==> config.mk <==
export PLATFORM = sky130hd
export DESIGN_NAME = pc_update_unit_flat
export DESIGN_NICKNAME = d
export VERILOG_FILES = /design/src/rtl/pc_update_if.sv /design/src/rtl/pc_update_unit.sv /design/src/flat_wrapper.sv
export SDC_FILE = /design/constraint.sdc
export NUM_CORES = 1
export LEC_CHECK = 0
export ABC_CLOCK_PERIOD_IN_PS = 5000
export CORE_MARGIN = 3
export CORE_UTILIZATION = 45
export CTS_BUF_LIST = sky130_fd_sc_hd__clkbuf_4 sky130_fd_sc_hd__clkbuf_8 sky130_fd_sc_hd__clkbuf_16
export DETAILED_ROUTE_END_ITERATION = 7
export PLACE_DENSITY_LB_ADDON = 0.05
export SYNTH_ARGS = -nofsm -noshare
export SYNTH_HDL_FRONTEND = slang
export SYNTH_SLANG_ARGS = --single-unit
==> constraint.sdc <==
create_clock -name clk -period 5 [get_ports clk]
set_clock_uncertainty 0.2 [all_clocks]
set_input_delay 0.75 -clock clk [delete_from_list [all_inputs] [get_ports clk]]
set_output_delay 0.75 -clock clk [all_outputs]
set_load 0.005 [all_outputs]
==> src/rtl/pc_update_if.sv <==
// -----------------------------------------------------------------------------
// pc_update_if
// Bundles the decode/EX/hazard-side signals of the PC update unit.
//   master : the surrounding pipeline (drives requests, operands, flags,
//            hazards; receives the redirect result)
//   slave  : pc_update_unit itself
// Signals:
//   branch/call/ret     one-cycle request pulses from ID
//   pc_plus1            address after the control instruction
//   offset              signed branch displacement relative to pc_plus1
//   call_target         absolute call destination
//   cond                branch condition code
//   flags               {Z,V,N} from EX
//   flags_valid         flags reflect all older instructions
//   data_hazard         operand hazard pending
//   PC_update           one-cycle strobe, new_pc valid
//   new_pc              redirected PC (holds last value)
//   taken               redirect departs from sequential flow
//   busy                unit is not idle
//   ras_err             sticky return-stack underflow
// -----------------------------------------------------------------------------
interface pc_update_if #(
    parameter int PC_WIDTH = 16
);
    logic                branch;
    logic                call;
    logic                ret;
    logic [PC_WIDTH-1:0] pc_plus1;
    logic [PC_WIDTH-1:0] offset;
    logic [PC_WIDTH-1:0] call_target;
    logic [2:0]          cond;
    logic [2:0]          flags;
    logic                flags_valid;
    logic                data_hazard;
    logic                PC_update;
    logic [PC_WIDTH-1:0] new_pc;
    logic                taken;
    logic                busy;
    logic                ras_err;

    modport master (
        output branch, call, ret, pc_plus1, offset, call_target, cond,
               flags, flags_valid, data_hazard,
        input  PC_update, new_pc, taken, busy, ras_err
    );

    modport slave (
        input  branch, call, ret, pc_plus1, offset, call_target, cond,
               flags, flags_valid, data_hazard,
        output PC_update, new_pc, taken, busy, ras_err
    );
endinterface

==> src/rtl/pc_update_unit.sv <==
// -----------------------------------------------------------------------------
// pc_update_unit
// Resolves conditional branches, calls and returns and produces the
// redirected PC with a one-cycle PC_update strobe. Waits out pending
// flag/operand hazards before resolving. Calls and returns use a circular
// return-address stack that silently overwrites its oldest entry when full
// and flags underflow through the sticky ras_err output.
// Ports:
//   clk  system clock, all state on the rising edge
//   rst  synchronous active-high reset (also empties the return stack)
//   bus  pc_update_if slave modport (requests in, redirect result out)
// -----------------------------------------------------------------------------
module pc_update_unit #(
    parameter int PC_WIDTH  = 16,
    parameter int RAS_DEPTH = 8
) (
    input  logic           clk,
    input  logic           rst,
    pc_update_if.slave     bus
);
    localparam int PTR_W = (RAS_DEPTH > 1) ? $clog2(RAS_DEPTH) : 1;
    localparam int CNT_W = PTR_W + 1;
    localparam logic [CNT_W-1:0] RAS_FULL = CNT_W'(RAS_DEPTH);

    typedef enum logic [1:0] {
        S_IDLE    = 2'd0,
        S_WAIT    = 2'd1,
        S_RESOLVE = 2'd2,
        S_UPDATE  = 2'd3
    } state_t;

    typedef enum logic [1:0] {
        K_BRANCH = 2'd0,
        K_CALL   = 2'd1,
        K_RET    = 2'd2
    } kind_t;

    // Condition-code evaluation on flags {Z,V,N}; signed compares use N^V.
    function automatic logic cond_met(input logic [2:0] c, input logic [2:0] f);
        logic z;
        logic v;
        logic n;
        logic lt;
        logic res;
        z  = f[2];
        v  = f[1];
        n  = f[0];
        lt = n ^ v;
        case (c)
            3'd0:    res = ~z;
            3'd1:    res = z;
            3'd2:    res = ~z & ~lt;
            3'd3:    res = lt;
            3'd4:    res = ~lt;
            3'd5:    res = z | lt;
            3'd6:    res = v;
            3'd7:    res = 1'b1;
            default: res = 1'b1;
        endcase
        return res;
    endfunction

    state_t              r_state;
    kind_t               r_kind;
    logic [PC_WIDTH-1:0] r_pc_plus1;
    logic [PC_WIDTH-1:0] r_offset;
    logic [PC_WIDTH-1:0] r_call_target;
    logic [2:0]          r_cond;

    logic                r_pc_update;
    logic [PC_WIDTH-1:0] r_new_pc;
    logic                r_taken;
    logic                r_busy;
    logic                r_ras_err;

    logic [PC_WIDTH-1:0] r_ras_mem [RAS_DEPTH];
    logic [PTR_W-1:0]    r_ras_ptr;
    logic [CNT_W-1:0]    r_ras_cnt;

    logic                w_req_any;
    kind_t               w_req_kind;
    logic                w_req_hazard;
    logic                w_hold_hazard;
    logic                w_cond_met;
    logic [PTR_W-1:0]    w_ras_ptr_dec;
    logic [PC_WIDTH-1:0] w_branch_target;

    // Request arbitration: ret beats call beats branch.
    always_comb begin
        w_req_any  = bus.ret | bus.call | bus.branch;
        w_req_kind = K_BRANCH;
        if (bus.ret) begin
            w_req_kind = K_RET;
        end else if (bus.call) begin
            w_req_kind = K_CALL;
        end else begin
            w_req_kind = K_BRANCH;
        end
    end

    // Hazard for a new request and for the held request: branches wait on
    // flags, calls/returns wait on operands.
    always_comb begin
        w_req_hazard  = 1'b0;
        w_hold_hazard = 1'b0;
        if (w_req_kind == K_BRANCH) begin
            w_req_hazard = ~bus.flags_valid;
        end else begin
            w_req_hazard = bus.data_hazard;
        end
        if (r_kind == K_BRANCH) begin
            w_hold_hazard = ~bus.flags_valid;
        end else begin
            w_hold_hazard = bus.data_hazard;
        end
    end

    // Target arithmetic; branch target wraps modulo 2^PC_WIDTH.
    always_comb begin
        w_cond_met      = cond_met(r_cond, bus.flags);
        w_ras_ptr_dec   = r_ras_ptr - PTR_W'(1);
        w_branch_target = r_pc_plus1 + r_offset;
    end

    // Control FSM, holding registers, registered outputs and return stack.
    always_ff @(posedge clk) begin
        if (rst) begin
            r_state       <= S_IDLE;
            r_kind        <= K_BRANCH;
            r_pc_plus1    <= {PC_WIDTH{1'b0}};
            r_offset      <= {PC_WIDTH{1'b0}};
            r_call_target <= {PC_WIDTH{1'b0}};
            r_cond        <= 3'd0;
            r_pc_update   <= 1'b0;
            r_new_pc      <= {PC_WIDTH{1'b0}};
            r_taken       <= 1'b0;
            r_busy        <= 1'b0;
            r_ras_err     <= 1'b0;
            r_ras_ptr     <= {PTR_W{1'b0}};
            r_ras_cnt     <= {CNT_W{1'b0}};
        end else begin
            case (r_state)
                S_IDLE: begin
                    r_pc_update <= 1'b0;
                    if (w_req_any) begin
                        r_kind        <= w_req_kind;
                        r_pc_plus1    <= bus.pc_plus1;
                        r_offset      <= bus.offset;
                        r_call_target <= bus.call_target;
                        r_cond        <= bus.cond;
                        r_busy        <= 1'b1;
                        r_state       <= w_req_hazard ? S_WAIT : S_RESOLVE;
                    end else begin
                        r_busy  <= 1'b0;
                        r_state <= S_IDLE;
                    end
                end
                S_WAIT: begin
                    r_busy  <= 1'b1;
                    r_state <= w_hold_hazard ? S_WAIT : S_RESOLVE;
                end
                S_RESOLVE: begin
                    case (r_kind)
                        K_BRANCH: begin
                            r_new_pc <= w_cond_met ? w_branch_target : r_pc_plus1;
                            r_taken  <= w_cond_met;
                        end
                        K_CALL: begin
                            r_ras_mem[r_ras_ptr] <= r_pc_plus1;
                            r_ras_ptr            <= r_ras_ptr + PTR_W'(1);
                            if (r_ras_cnt != RAS_FULL) begin
                                r_ras_cnt <= r_ras_cnt + CNT_W'(1);
                            end
                            r_new_pc <= r_call_target;
                            r_taken  <= 1'b1;
                        end
                        K_RET: begin
                            if (r_ras_cnt != {CNT_W{1'b0}}) begin
                                r_ras_ptr <= w_ras_ptr_dec;
                                r_ras_cnt <= r_ras_cnt - CNT_W'(1);
                                r_new_pc  <= r_ras_mem[w_ras_ptr_dec];
                                r_taken   <= 1'b1;
                            end else begin
                                r_new_pc  <= r_pc_plus1;
                                r_taken   <= 1'b0;
                                r_ras_err <= 1'b1;
                            end
                        end
                        default: begin
                            r_new_pc <= r_pc_plus1;
                            r_taken  <= 1'b0;
                        end
                    endcase
                    r_busy      <= 1'b1;
                    r_pc_update <= 1'b1;
                    r_state     <= S_UPDATE;
                end
                S_UPDATE: begin
                    // Requests seen here are dropped; the strobe lasts one cycle.
                    r_pc_update <= 1'b0;
                    r_busy      <= 1'b0;
                    r_state     <= S_IDLE;
                end
                default: begin
                    r_pc_update <= 1'b0;
                    r_busy      <= 1'b0;
                    r_state     <= S_IDLE;
                end
            endcase
        end
    end

    assign bus.PC_update = r_pc_update;
    assign bus.new_pc    = r_new_pc;
    assign bus.taken     = r_taken;
    assign bus.busy      = r_busy;
    assign bus.ras_err   = r_ras_err;

endmodule
==> src/flat_wrapper.sv <==
// flat-port wrapper written by rule: the top's interface ports become plain ports
module pc_update_unit_flat 
#(
    parameter int PC_WIDTH  = 16,
    parameter int RAS_DEPTH = 8
)
  (clk, rst, bus_branch, bus_call, bus_ret, bus_pc_plus1, bus_offset, bus_call_target, bus_cond, bus_flags, bus_flags_valid, bus_data_hazard, bus_PC_update, bus_new_pc, bus_taken, bus_busy, bus_ras_err);
  pc_update_if #(.PC_WIDTH(PC_WIDTH)) bus_i ();
  input  logic clk;
  input  logic rst;
  input wire logic [$bits(bus_i.branch)-1:0] bus_branch;
  input wire logic [$bits(bus_i.call)-1:0] bus_call;
  input wire logic [$bits(bus_i.ret)-1:0] bus_ret;
  input wire logic [$bits(bus_i.pc_plus1)-1:0] bus_pc_plus1;
  input wire logic [$bits(bus_i.offset)-1:0] bus_offset;
  input wire logic [$bits(bus_i.call_target)-1:0] bus_call_target;
  input wire logic [$bits(bus_i.cond)-1:0] bus_cond;
  input wire logic [$bits(bus_i.flags)-1:0] bus_flags;
  input wire logic [$bits(bus_i.flags_valid)-1:0] bus_flags_valid;
  input wire logic [$bits(bus_i.data_hazard)-1:0] bus_data_hazard;
  output wire logic [$bits(bus_i.PC_update)-1:0] bus_PC_update;
  output wire logic [$bits(bus_i.new_pc)-1:0] bus_new_pc;
  output wire logic [$bits(bus_i.taken)-1:0] bus_taken;
  output wire logic [$bits(bus_i.busy)-1:0] bus_busy;
  output wire logic [$bits(bus_i.ras_err)-1:0] bus_ras_err;
  assign bus_i.branch = bus_branch;
  assign bus_i.call = bus_call;
  assign bus_i.ret = bus_ret;
  assign bus_i.pc_plus1 = bus_pc_plus1;
  assign bus_i.offset = bus_offset;
  assign bus_i.call_target = bus_call_target;
  assign bus_i.cond = bus_cond;
  assign bus_i.flags = bus_flags;
  assign bus_i.flags_valid = bus_flags_valid;
  assign bus_i.data_hazard = bus_data_hazard;
  assign bus_PC_update = bus_i.PC_update;
  assign bus_new_pc = bus_i.new_pc;
  assign bus_taken = bus_i.taken;
  assign bus_busy = bus_i.busy;
  assign bus_ras_err = bus_i.ras_err;
  pc_update_unit #(.PC_WIDTH(PC_WIDTH), .RAS_DEPTH(RAS_DEPTH)) u_core (.clk(clk), .rst(rst), .bus(bus_i));
endmodule
Word-level counts from Yosys, hierarchy flattened

Memories as Yosys holds them, arrays and structs flattened.
Index checks and enable logic that the tools add are counted.

Memory bits (writable): 128
Word-level logic and storage cells: 82
Flip-flop bits (word level): 82
Bits of input ports: 61
Memories: 1

Mux-type cells: 26
Reductions and logical operators: 13
Eq/ne operators: 15
Bitwise logic cells: 9
$add $sub $neg: 5

Memories:

| memory           | words | width | read ports | clocked after Yosys merged registers in | wr ports | line                 | text |
|---|---|---|---|---|---|---|---|
| u_core.r_ras_mem | 8     | 16    | 1          | 0                                       | 1        | pc_update_unit.sv:76 | `logic [PC_WIDTH-1:0] r_ras_mem [RAS_DEPTH];` |

Operators with widths:

| kind                                                                     | number |
|---|---|
| 16-bit one-hot mux with 3 select lines                                   | 1 |
| 16-bit two-way mux                                                       | 2 |
| 16-bit adder                                                             | 1 |
| 3-bit equality test (second input constant)                              | 4 |
| 1-bit two-way mux                                                        | 9 |
| 2-bit two-way mux                                                        | 4 |
| 4-bit two-way mux                                                        | 2 |
| 1-bit one-hot mux with 8 select lines                                    | 1 |
| 2-bit one-hot mux with 4 select lines                                    | 1 |
| 4-bit one-hot mux with 2 select lines                                    | 1 |
| 2-bit equality test (second input constant)                              | 3 |
| 3-bit by 2-bit equality test with 1-bit output (second input constant)   | 2 |
| 2-bit zero test                                                          | 3 |
| 1-bit one-hot mux with 3 select lines                                    | 2 |
| 3-bit one-hot mux with 2 select lines                                    | 1 |
| 3-bit AND reduction                                                      | 2 |
| 4-bit by 1-bit adder with 4-bit output (second input constant)           | 1 |
| 2-bit by 1-bit equality test with 1-bit output (second input constant)   | 2 |
| 2-bit by 1-bit inequality test with 1-bit output (second input constant) | 2 |
| 4-bit inequality test (second input constant)                            | 1 |
| 1-bit NOT                                                                | 4 |
| 4-bit AND reduction                                                      | 1 |
| 2-bit nonzero test                                                       | 2 |
| 4-bit nonzero test                                                       | 1 |
| other kinds (12)                                                         | 15 |

Longest topological paths before layout

Depth after elaboration: 7
Gate-level depth with buffers: 13
Gate-level depth less buffers: 9

Worst setup path after synthesis

No wires, ideal clock.

Path type: reg-to-reg
From: reg u_core.r_state[0]
To: mem u_core.r_ras_mem[1][0], enable pin
Arrival time: 2414 ps
Data required time: 4391 ps
Slack: 1977 ps
Path buffers: 1
Stages on the path, launching flop included: 8
Cells stage by stage: dfxtp_1 -> inv_1 -> ha_1 -> clkbuf_1 -> inv_1 -> nor2_1 -> nand3_1 -> nor3_1

Word-level cells in the longest chain between the ends: 4

Ends and longest elaborated chain:

| element                                 | line                  | text |
|---|---|---|
| start: declaration                      | pc_update_unit.sv:63  | `state_t r_state;` |
| start signal: assignment                | pc_update_unit.sv:152 | `r_state <= w_req_hazard ? S_WAIT : S_RESOLVE;` |
| start signal: assignment                | pc_update_unit.sv:160 | `r_state <= w_hold_hazard ? S_WAIT : S_RESOLVE;` |
| 2-bit equality test                     | pc_update_unit.sv:142 | `case (r_state)` |
| 1-bit two-way mux                       | pc_update_unit.sv:142 |  |
| 1-bit two-way mux                       | pc_update_unit.sv:127 | `if (rst) begin` |
| 1-bit two-way mux (not written as such) | pc_update_unit.sv:169 | `r_ras_mem[r_ras_ptr] <= r_pc_plus1;` |
| end: declaration                        | pc_update_unit.sv:76  |  |

Every way passes these cells.

Final worst setup path

From: reg u_core.r_state[0]
To: mem u_core.r_ras_mem[2][15], enable pin

Same word-level chain as after synthesis.

==> flow_summary.toml <==
[layout]
layout-drive-gt1-share_pct = 11.2
final_cells = 1142
syn2layout_area_growth_pct = 19.8
antenna_cells = 0
fillers = 1708
finalInstanceArea_um2 = 11300
final_util_pct = 55.4
nets = 944

[routing]
postRouteAntennaNets = 0
num_vias = 6504
drt-initial-drc-count = 633
routed_wl_mm = 23.4
routedWlPerCell_um = 20.5
drc = 0
first_pass_iters = 7
routed_via_density = 5.70

[clock_network]
cts_root_buffer = "clkbuf_16"
cts_resized = 0
cts_sinks = 210
cts_buffer_depth = 3
clk_pin_slew_ps = 60
clock_latency_ps = 530
cts_tree = "yes"
hold_buffers = 0
cts_buffers = 24
post-cts-setup-buffers = 0
h-tree-depth = 1

[critical_path]
required_ps = 5030
r2r-end = "u_core.r_ras_mem[2][15]"
critical_path_arrival_ps = 3310
crit_chain = "inv_1 > ha_1 > buf_4 > inv_1 > nor2_1 > nand3_1 > nor2_1 > buf_4"
criticalPathCategory = "reg2reg"
slowest_delay_ps = 740
r2r-start = "u_core.r_state[0]"
crit_buf_inv = 4
end_kind = "flop"
r2r_slack_ps = 1720
cp_max_fo = 36
cp_slowest_cell = "nor2_1"
reg2regPathDepth = 8
start_kind = "flop"
crit_family = "simple AND/OR/NAND/NOR gates"

[timing]
max_freq_mhz = 305
layout_min_cycle_time_ps = 3280
finalSetupViolCount = 0
fin_crit_sh_pct = 65.7
setup_tns_ps = 0
worstMarginPinSlew_ps = 1160
drv_slew = 0
relSlewSlack_pct = 22.6
hold_viol = 0
rsz0062_at_grt = "false"

[worst_hold_path]
whs_path_depth = 2
worstHoldStart = "u_core.r_call_target[5]"
hold_path.class = "reg2reg"
holdPathEnd = "u_core.r_call_target[5]"

[synthesis]
yosysWarnings = 0
synth_async_sr_flop_share_pct = 0
ys_ff_latch = 210
postSynthCellCount = 776
synth.distinct_cells = 63
synth_area_um2 = 9410
synth_edf_count = 128
synth_ff_type = "edfxtp_1"
syn_avg_cell_area_um2 = 12.1
ys_seq_area_share_pct = 58.3
syn_nets = 866

[place]
port_buffers = 80
placed_area_um2 = 10500
place_inst = 1098
hpwl_mm = 15.5
place.gp.congestion = 0.886

[die]
fp.dieH_um = 151
coreArea_um2 = 20400
die_w_um = 151
initial_utilization_pct = 46.2
rows = 52
io_pins = 81
die_area_um2 = 22700

[grt]
grt_first_pass_wirelength_mm = 36.3
grtUsageTotal_pct = 20.7
grt_max_degree = 85
grt_overflow = 0
grt_pass1_vias = 6461
antenna_found_initial = 0

[job]
max_cap_violations = 0

[power_and_ir_drop]
powerDensity_nw_per_um2 = 387
vdd_ir_drop_max_uv = 309
p_leak_uw = 0.00394
total_power_uw = 4370

[run_status]
status = "finished, final reports clean"
[kinds of logic (layout without fill, tap and decap cells)]
family          after synthesis  in the layout  share of synthesized area (%)
xor+xnor                     19             19                           1.77
flops                       210            210                           58.3
simple gates                227            227                           10.6
compound gates              179            179                           11.9
fa+ha+maj                    30             30                           4.14
mux                          53             53                           10.5
buf+inv                      58            154                           2.82
[per-layer routing]
metal	vias to the layer above	share of wire [%]	routed length (µm)	GRT usage, %
li1	3067	-	-	-
met1	3176	43	10000	28.3
met2	230	49	11400	34.7
met3	31	6.3	1470	3.85
met4	0	1.8	432	4.53
met5	-	0	0	0
[sequential cells by signal, summed over array words and instances, names as in the netlist, 3 cells and up]
register              cells
u_core.r_ras_mem        128
u_core.bus.new_pc        16
u_core.r_call_target     16
u_core.r_offset          16
u_core.r_pc_plus1        16
u_core.r_ras_cnt          4
u_core.r_cond             3
u_core.r_ras_ptr          3
[worst reg2reg max path, cell delays in order, from the launching register on]
cell     delay (ps)
dfxtp_1         330
inv_1            80
ha_1            140
buf_4           340
inv_1           180
nor2_1          380
nand3_1         270
nor2_1          750
buf_4           340
[placed cells by master (no fill, tap or decap), types with 16 or more instances in the layout]
cell type | netlist | final
clkbuf_16 | 0 | 24
edfxtp_1 | 128 | 128
ha_1 | 27 | 27
dfxtp_1 | 82 | 81
a21oi_1 | 78 | 78
nand2_1 | 134 | 134
clkdlybuf4s50_1 | 0 | 79
mux4_2 | 21 | 21
inv_1 | 16 | 16
o21ai_0 | 23 | 23
nor2_1 | 40 | 39
[synth_stat cells (all sizes together), types with 8 or more instances]
library cell | instances | share of area [%]
a31oi | 10 | 0.67
a22oi | 8 | 0.64
xor2 | 9 | 0.84
nor2 | 40 | 1.6
nor2b | 13 | 0.86
edfxtp | 128 | 41
buf | 15 | 1.1
mux4 | 32 | 8.1
clkbuf | 27 | 1.1
inv | 16 | 0.64
nand2 | 134 | 5.3
a21oi | 78 | 4.1
ha | 27 | 3.6
o22ai | 8 | 0.53
o21ai | 24 | 1.3
dfxtp | 82 | 17
mux2i | 12 | 1.3
xnor2 | 10 | 0.93
mux2 | 9 | 1.1
[cell type report]
cell class | count | area [µm²] | area share [%]
inverter | 16 | 60.1 | 0.533
multi-input combinational | 508 | 3690 | 32.7
clock inverter | 18 | 184 | 1.63
timing repair buffer | 94 | 901 | 7.99
clock buffer | 26 | 616 | 5.46
tap | 270 | 338 | 3.00
sequential | 210 | 5490 | 48.7
[power by group]
part	switching [µW]	total, µW	internal [µW]
clock network	720	1730	1010
registers	96.2	2020	1920
logic	349	621	272
[per-stage QoR]
step,setup slack [ps],hold WS (ps)
2_1_floorplan,1980,236
3_3_place_gp,1580,247
3_5_place_dp,1500,252
4_1_cts,1680,264
5_1_grt,1340,278
6_report,1720,259
[worst max path at each step]
stage                 startpoint                 endpoint  slack [ps]  cells after the start
2_1_floorplan  u_core.r_state[0]   u_core.r_ras_mem[1][0]        1980                      7
3_3_place_gp        bus_flags[0]     u_core.bus.new_pc[6]        1580                      8
3_5_place_dp        bus_flags[0]     u_core.bus.new_pc[4]        1500                      7
4_1_cts        u_core.r_state[0]   u_core.r_ras_mem[2][6]        1680                      8
5_1_grt        u_core.r_state[0]   u_core.r_ras_mem[2][6]        1340                      8
6_report       u_core.r_state[0]  u_core.r_ras_mem[2][15]        1720                      8
(Power assumes the default switching activity.)
